==> src/rtl/barrel_shifter_pipe_amisha_if.sv <==
// ============================================================================
// Module  : barrel_shifter_pipe_amisha_if
// Purpose : Valid/ready operand and result bus for the pipelined barrel shifter.
// Rev     : 1.0  initial release
// ============================================================================
`default_nettype none

interface barrel_shifter_pipe_amisha_if #(
  parameter int WIDTH = 8
);
  localparam int AMT_W = $clog2(WIDTH);

  logic             in_valid_amisha;
  logic             in_ready_amisha;
  logic [WIDTH-1:0] a_amisha;
  logic [AMT_W-1:0] amt_amisha;
  logic [1:0]       mode_amisha;
  logic             out_valid_amisha;
  logic             out_ready_amisha;
  logic [WIDTH-1:0] y_amisha;

  modport master (
    output in_valid_amisha,
    output a_amisha,
    output amt_amisha,
    output mode_amisha,
    output out_ready_amisha,
    input  in_ready_amisha,
    input  out_valid_amisha,
    input  y_amisha
  );

  modport slave (
    input  in_valid_amisha,
    input  a_amisha,
    input  amt_amisha,
    input  mode_amisha,
    input  out_ready_amisha,
    output in_ready_amisha,
    output out_valid_amisha,
    output y_amisha
  );
endinterface

`default_nettype wire

==> src/rtl/barrel_shifter_pipe_amisha.sv <==
// ============================================================================
// Module  : barrel_shifter_pipe_amisha
// Purpose : Pipelined ROR/ROL/LSR/ASR barrel shifter, one log2 stage per cycle.
//           Define BSH_XFER_CNT_EN to add the saturating output-transfer counter.
// Rev     : 1.0  initial release
// ============================================================================
`default_nettype none

module barrel_shifter_pipe_amisha #(
  parameter int WIDTH = 8
) (
  input  wire logic                   clk_amisha,
  input  wire logic                   reset_amisha,
`ifdef BSH_XFER_CNT_EN
  output logic [15:0]                 xfer_cnt_amisha,
`endif
  barrel_shifter_pipe_amisha_if.slave bus
);

  localparam int         AMT_W      = $clog2(WIDTH);
  localparam logic [1:0] c_MODE_ROR = 2'b00;
  localparam logic [1:0] c_MODE_ROL = 2'b01;
  localparam logic [1:0] c_MODE_LSR = 2'b10;

  // Register 0 captures the raw operand; register s+1 holds the result of shift stage s.
  logic [AMT_W:0]   r_vld;
  logic [WIDTH-1:0] r_data  [AMT_W+1];
  logic [AMT_W-1:0] r_amt   [AMT_W];
  logic [1:0]       r_mode  [AMT_W];
  logic [AMT_W-1:0] r_sign;

  logic [AMT_W-1:0] w_step;
  logic [WIDTH-1:0] w_shift [AMT_W];
  logic             w_adv;

  function automatic logic [WIDTH-1:0] f_shift(
    input logic [WIDTH-1:0] d,
    input logic [1:0]       mode,
    input logic             sign,
    input int               k
  );
    logic [WIDTH-1:0] fill;
    fill = sign ? ~({WIDTH{1'b1}} >> k) : '0;
    case (mode)
      c_MODE_ROR: f_shift = (d >> k) | (d << (WIDTH - k));
      c_MODE_ROL: f_shift = (d << k) | (d >> (WIDTH - k));
      c_MODE_LSR: f_shift = d >> k;
      default:    f_shift = (d >> k) | fill;
    endcase
  endfunction

  assign w_adv                = !r_vld[AMT_W] || bus.out_ready_amisha;
  assign bus.in_ready_amisha  = w_adv;
  assign bus.out_valid_amisha = r_vld[AMT_W];
  assign bus.y_amisha         = r_data[AMT_W];

  always_comb begin
    w_step = '0;
    for (int s = 0; s < AMT_W; s++) begin
      // amt is right-shifted one bit per stage, so in the last stage only bit 0 can be set.
      w_step[s]  = (s == AMT_W - 1) ? (|r_amt[s]) : r_amt[s][0];
      w_shift[s] = w_step[s] ? f_shift(r_data[s], r_mode[s], r_sign[s], 1 << s) : r_data[s];
    end
  end

  always_ff @(posedge clk_amisha or posedge reset_amisha) begin
    if (reset_amisha) begin
      for (int s = 0; s <= AMT_W; s++) begin
        r_vld[s]  <= 1'b0;
        r_data[s] <= '0;
      end
      for (int s = 0; s < AMT_W; s++) begin
        r_amt[s]  <= '0;
        r_mode[s] <= '0;
        r_sign[s] <= 1'b0;
      end
    end else if (w_adv) begin
      r_vld[0] <= bus.in_valid_amisha;
      if (bus.in_valid_amisha) begin
        r_data[0] <= bus.a_amisha;
        r_amt[0]  <= bus.amt_amisha;
        r_mode[0] <= bus.mode_amisha;
        r_sign[0] <= bus.a_amisha[WIDTH-1];
      end
      // Bubbles leave data untouched so y holds its last value while out_valid is low.
      for (int s = 0; s < AMT_W; s++) begin
        r_vld[s+1] <= r_vld[s];
        if (r_vld[s]) begin
          r_data[s+1] <= w_shift[s];
        end
      end
      for (int s = 0; s < AMT_W - 1; s++) begin
        if (r_vld[s]) begin
          r_amt[s+1]  <= r_amt[s] >> 1;
          r_mode[s+1] <= r_mode[s];
          r_sign[s+1] <= r_sign[s];
        end
      end
    end
  end

`ifdef BSH_XFER_CNT_EN
  logic [15:0] r_xfer_cnt;

  always_ff @(posedge clk_amisha or posedge reset_amisha) begin
    if (reset_amisha) begin
      r_xfer_cnt <= '0;
    end else if (r_vld[AMT_W] && bus.out_ready_amisha && (r_xfer_cnt != 16'hFFFF)) begin
      r_xfer_cnt <= r_xfer_cnt + 16'd1;
    end
  end

  assign xfer_cnt_amisha = r_xfer_cnt;
`endif

endmodule

`default_nettype wire

==> src/flat_wrapper.sv <==
// flat-port wrapper written by rule: the top's interface ports become plain ports
module barrel_shifter_pipe_amisha_flat 
#(
  parameter int WIDTH = 8
)
  (clk_amisha, reset_amisha, bus_in_valid_amisha, bus_a_amisha, bus_amt_amisha, bus_mode_amisha, bus_out_ready_amisha, bus_in_ready_amisha, bus_out_valid_amisha, bus_y_amisha);
  barrel_shifter_pipe_amisha_if #(.WIDTH(WIDTH)) bus_i ();
  input  wire logic clk_amisha;
  input  wire logic reset_amisha;
  input wire logic [$bits(bus_i.in_valid_amisha)-1:0] bus_in_valid_amisha;
  input wire logic [$bits(bus_i.a_amisha)-1:0] bus_a_amisha;
  input wire logic [$bits(bus_i.amt_amisha)-1:0] bus_amt_amisha;
  input wire logic [$bits(bus_i.mode_amisha)-1:0] bus_mode_amisha;
  input wire logic [$bits(bus_i.out_ready_amisha)-1:0] bus_out_ready_amisha;
  output wire logic [$bits(bus_i.in_ready_amisha)-1:0] bus_in_ready_amisha;
  output wire logic [$bits(bus_i.out_valid_amisha)-1:0] bus_out_valid_amisha;
  output wire logic [$bits(bus_i.y_amisha)-1:0] bus_y_amisha;
  assign bus_i.in_valid_amisha = bus_in_valid_amisha;
  assign bus_i.a_amisha = bus_a_amisha;
  assign bus_i.amt_amisha = bus_amt_amisha;
  assign bus_i.mode_amisha = bus_mode_amisha;
  assign bus_i.out_ready_amisha = bus_out_ready_amisha;
  assign bus_in_ready_amisha = bus_i.in_ready_amisha;
  assign bus_out_valid_amisha = bus_i.out_valid_amisha;
  assign bus_y_amisha = bus_i.y_amisha;
  barrel_shifter_pipe_amisha #(.WIDTH(WIDTH)) u_core (.clk_amisha(clk_amisha), .reset_amisha(reset_amisha), .bus(bus_i));
endmodule
==> config.mk <==
export PLATFORM = sky130hd
export DESIGN_NAME = barrel_shifter_pipe_amisha_flat
export DESIGN_NICKNAME = d
export VERILOG_FILES = /design/src/rtl/barrel_shifter_pipe_amisha_if.sv /design/src/rtl/barrel_shifter_pipe_amisha.sv /design/src/flat_wrapper.sv
export SDC_FILE = /design/constraint.sdc
export NUM_CORES = 1
export LEC_CHECK = 0
export CAP_MARGIN = 10
export CORE_UTILIZATION = 55
export CTS_CLUSTER_DIAMETER = 120
export DETAILED_ROUTE_END_ITERATION = 7
export PLACE_DENSITY = 0.81
export SETUP_SLACK_MARGIN = 0.4
export SLEW_MARGIN = 20
export SYNTH_ARGS = -nofsm -noshare
export SYNTH_HDL_FRONTEND = slang
export SYNTH_SLANG_ARGS = --single-unit
export TNS_END_PERCENT = 1
==> constraint.sdc <==
create_clock -name clk_amisha -period 1.85 [get_ports clk_amisha]
set_input_delay 0.185 -clock clk_amisha [delete_from_list [all_inputs] [get_ports clk_amisha]]
set_output_delay 0.185 -clock clk_amisha [all_outputs]
set_load 0.01 [all_outputs]
==> impl_metrics.csv <==
group,metric,value,unit
status,outcome,"finished with violations",
status,violations,"design-rule violations",
sta,fin_crit_sh,76.7,%
sta,whs,0.234,ns
worst_setup_path,crit_chain,"clkdlybuf4s50_1",
global_routing,grt_max_degree,51,
cells_and_area,layout-drive-gt1-share,20.7,%
routing,vias,1670,
worst_setup_path,crit_path_end_kind,"output pin",
sta,fmax,705,MHz
clocking,cts.clk_slew.worst_paths,0.08,ns
worst_setup_path,crit_type,"reg2out",
worst_setup_path,reg2reg_depth,4,
routing,drt_pre_antenna_iters,6,
routing,ant_nets,0,
worst_setup_path,cp_slowest_cell,"clkdlybuf4s50_1",
die,rows,24,
clocking,ctsHoldBuffers,0,
worst_setup_path,rr_startpoint,"u_core.r_vld[3]",
power,powerDensity,1660,mW/mm^2
clocking,clock_latency,0.30,ns
clocking,clockBufferDepth,2,
global_routing,grtUsageTotal,19.7,%
clocking,tritoncts,"done",
synth,netlist_instances,208,
sta,tns,0,ns
sta,rsz0062_at_grt,"yes",
worst_setup_path,required,1.66,ns
sta,worst_pin_slew,0.432,ns
power,leakagePower,0.00126,uW
routing,vias_per_cell,6.09,
die,initial_core_util,58.4,%
die,io_pins,27,
cells_and_area,fill_cells,360,
synth,synth.cell_area,0.00260,mm^2
die,fp.dieW,70.7,um
worst_setup_path,cpPeakStageDelay,0.55,ns
worst_setup_path,worstPathArrival,1.23,ns
clocking,numCtsBuffers,5,
worst_setup_path,worst-path-buf-inv,1,
clocking,htreeDepth,2,
global_routing,grt_pass1_wl,7.67,mm
sta,hold_violations,0,
worst_setup_path,critPathMaxFanout,2,
synth,syn_nets,225,
cells_and_area,n_antenna_cell,0,
sta,slew_violations,0,
job,drv_cap,0,
die,die_area,0.00500,mm^2
routing,drt_iter0_drc,56,
synth,synth.yosys.warnings,0,
clocking,cts.sinks,50,
place,placement.io_buffers,26,
cells_and_area,seqCellArea,0.00125,mm^2
sta,slew-limit-headroom,71.2,%
worst_setup_path,r2r_end,"u_core.r_data[29]",
die,die_h,70.7,um
cells_and_area,area_growth,11.0,%
synth,seq_area_frac_synth,48.2,%
die,coreArea,0.00444,mm^2
power,ir_drop,606,uV
sta,finalWorstSetupSlack,0.431,ns
worst_setup_path,crit_family,"buffers and inverters",
cells_and_area,fin_nets,238,
routing,wl_per_cell,16.0,um
worst_setup_path,r2r_slack,0.48,ns
synth,postSynthAreaPerCell,12.5,um^2
sta,final-setup-viol-count,0,
synth,synth_cell_types,27,
global_routing,antenna_found_initial,0,
synth,ys_ff_latch,50,
place,dp_hpwl,3.04,mm
routing,route.final.wire_length,4.39,mm
global_routing,grt-ovfl-total,0,
worst_setup_path,cp-start-kind,"flip-flop",
cells_and_area,multiInputGateArea,0.00113,mm^2
sta,min_period,1.42,ns
hold_path,hold_path_class,"in2async",
sta,clock_skew,0.00518,ns
place,pre_cts_slack,0.170,ns
place,gp_congestion,0.791,
routing,drc,2,
clocking,cts_root_buf,"clkbuf_8",
global_routing,grt_pass1_vias,1579,
-- power breakdown --
group          internal, uW  leakage (uW)  total [uW]  switching [uW]
sequential             1580      0.000595        2200             620
combinational          1100      0.000609        1850             746
clock                   405     0.0000524         735             330
total                  3090       0.00126        4780            1700
-- metrics by stage --
step                area [um^2]  std cells  utilization, %  power, uW
floorplan                  2600        208               -       3730
global placement           2770        265            62.3       4000
finish                     2880        274            64.8       4780
global route               2880        274            64.8       5130
detailed placement         2770        265            62.3       4060
CTS                        2880        274            64.8       4810
-- final cells by class --
cell class | count | area share, %
clock inverters | 1 | 1.04
repair buffers | 30 | 10.5
flip-flops and latches | 50 | 43.5
clock buffers | 7 | 2.65
inverters | 7 | 0.912
multi-input cells | 127 | 39.2
well taps | 52 | 2.26
-- metal layers --
| layer | wire (um) | vias up | GRT usage (%) |
|---|---|---|---|
| li1 | - | 797 | - |
| met1 | 1990 | 823 | 26.7 |
| met2 | 2150 | 45 | 31.8 |
| met3 | 197 | 5 | 3.99 |
| met4 | 56 | 0 | 6.44 |
| met5 | 0 | - | 0 |
-- repair_timing --
item                                    4_1_cts  5_1_grt
setup buffers                                 1        0
endpoints found under the setup margin        1        3
resized for setup                             1        1
-- layout by cell type, fill, tap and decap left out, types with 3 or more instances in the layout --
master	Yosys	layout
dfrtp_1	50	49
clkdlybuf4s50_1	0	25
mux2_2	15	15
o211ai_1	15	15
o2bb2ai_1	15	15
mux2_4	13	13
and3b_1	13	13
a211oi_1	13	13
a31oi_1	8	8
inv_1	7	6
mux2i_1	5	5
nand2b_1	5	5
nor2_1	5	5
clkbuf_8	0	5
a21oi_1	4	4
nand2_4	3	3
o21ai_0	3	3
buf_4	10	3
-- worst max-delay path by stage --
stage | endpoint | slack (ns) | startpoint | cells past startpoint
finish | bus_out_valid_amisha | 0.43 | u_core.r_vld[3] | 1
global route | u_core.r_data[21] | 0.40 | u_core.r_mode[4] | 3
CTS | u_core.r_data[14] | 0.42 | u_core.r_mode[3] | 3
detailed placement | bus_in_ready_amisha | 0.17 | bus_out_ready_amisha | 3
global placement | bus_in_ready_amisha | 0.17 | bus_out_ready_amisha | 3
floorplan | u_core.bus.y_amisha[0] | 0.46 | reset_amisha | 1
-- registers in the layout, indices dropped and copies added, names as in the netlist --
register             cells
u_core.r_mode            6
u_core.r_sign            2
u_core.r_data           24
u_core.r_amt             6
u_core.r_vld             4
u_core.bus.y_amisha      8
-- logic make-up (layout without fill, tap and decap cells) --
logic type / count (synthesis) / in the layout / share of synthesized area [%]
muxes: 34 / 34 / 16.4
AOI/OAI and AO/OA: 62 / 62 / 18.0
buffers and inverters: 31 / 45 / 8.29
DFF: 50 / 50 / 48.2
and+or+nand+nor: 31 / 31 / 9.16
-- cell usage after synthesis --
cell       count  area (um^2)
mux2_1         1         11.3
nand3_1        1         5.00
a21boi_1       1         7.51
o2bb2ai_1     15          131
mux2_2        15          169
mux2_4        13          195
inv_1          7         26.3
nand2_4        3         33.8
nand2b_1       5         31.3
nor2_1         5         18.8
a221oi_1       1         8.76
a211oi_1      13         97.6
o32ai_1        1         8.76
clkbuf_2       1         5.00
buf_4         10         75.1
a21oi_1        4         20.0
o211ai_1      15          113
a31oi_1        8         50.1
o21ai_0        3         15.0
nand2b_4       2         27.5
buf_2          6         30.0
and3b_1       13          114
buf_6          7         78.8
mux2i_1        5         50.1
dfrtp_1       50         1250
nand2_1        2         7.51
a221oi_2       1         15.0
(Power assumes the default switching activity.)
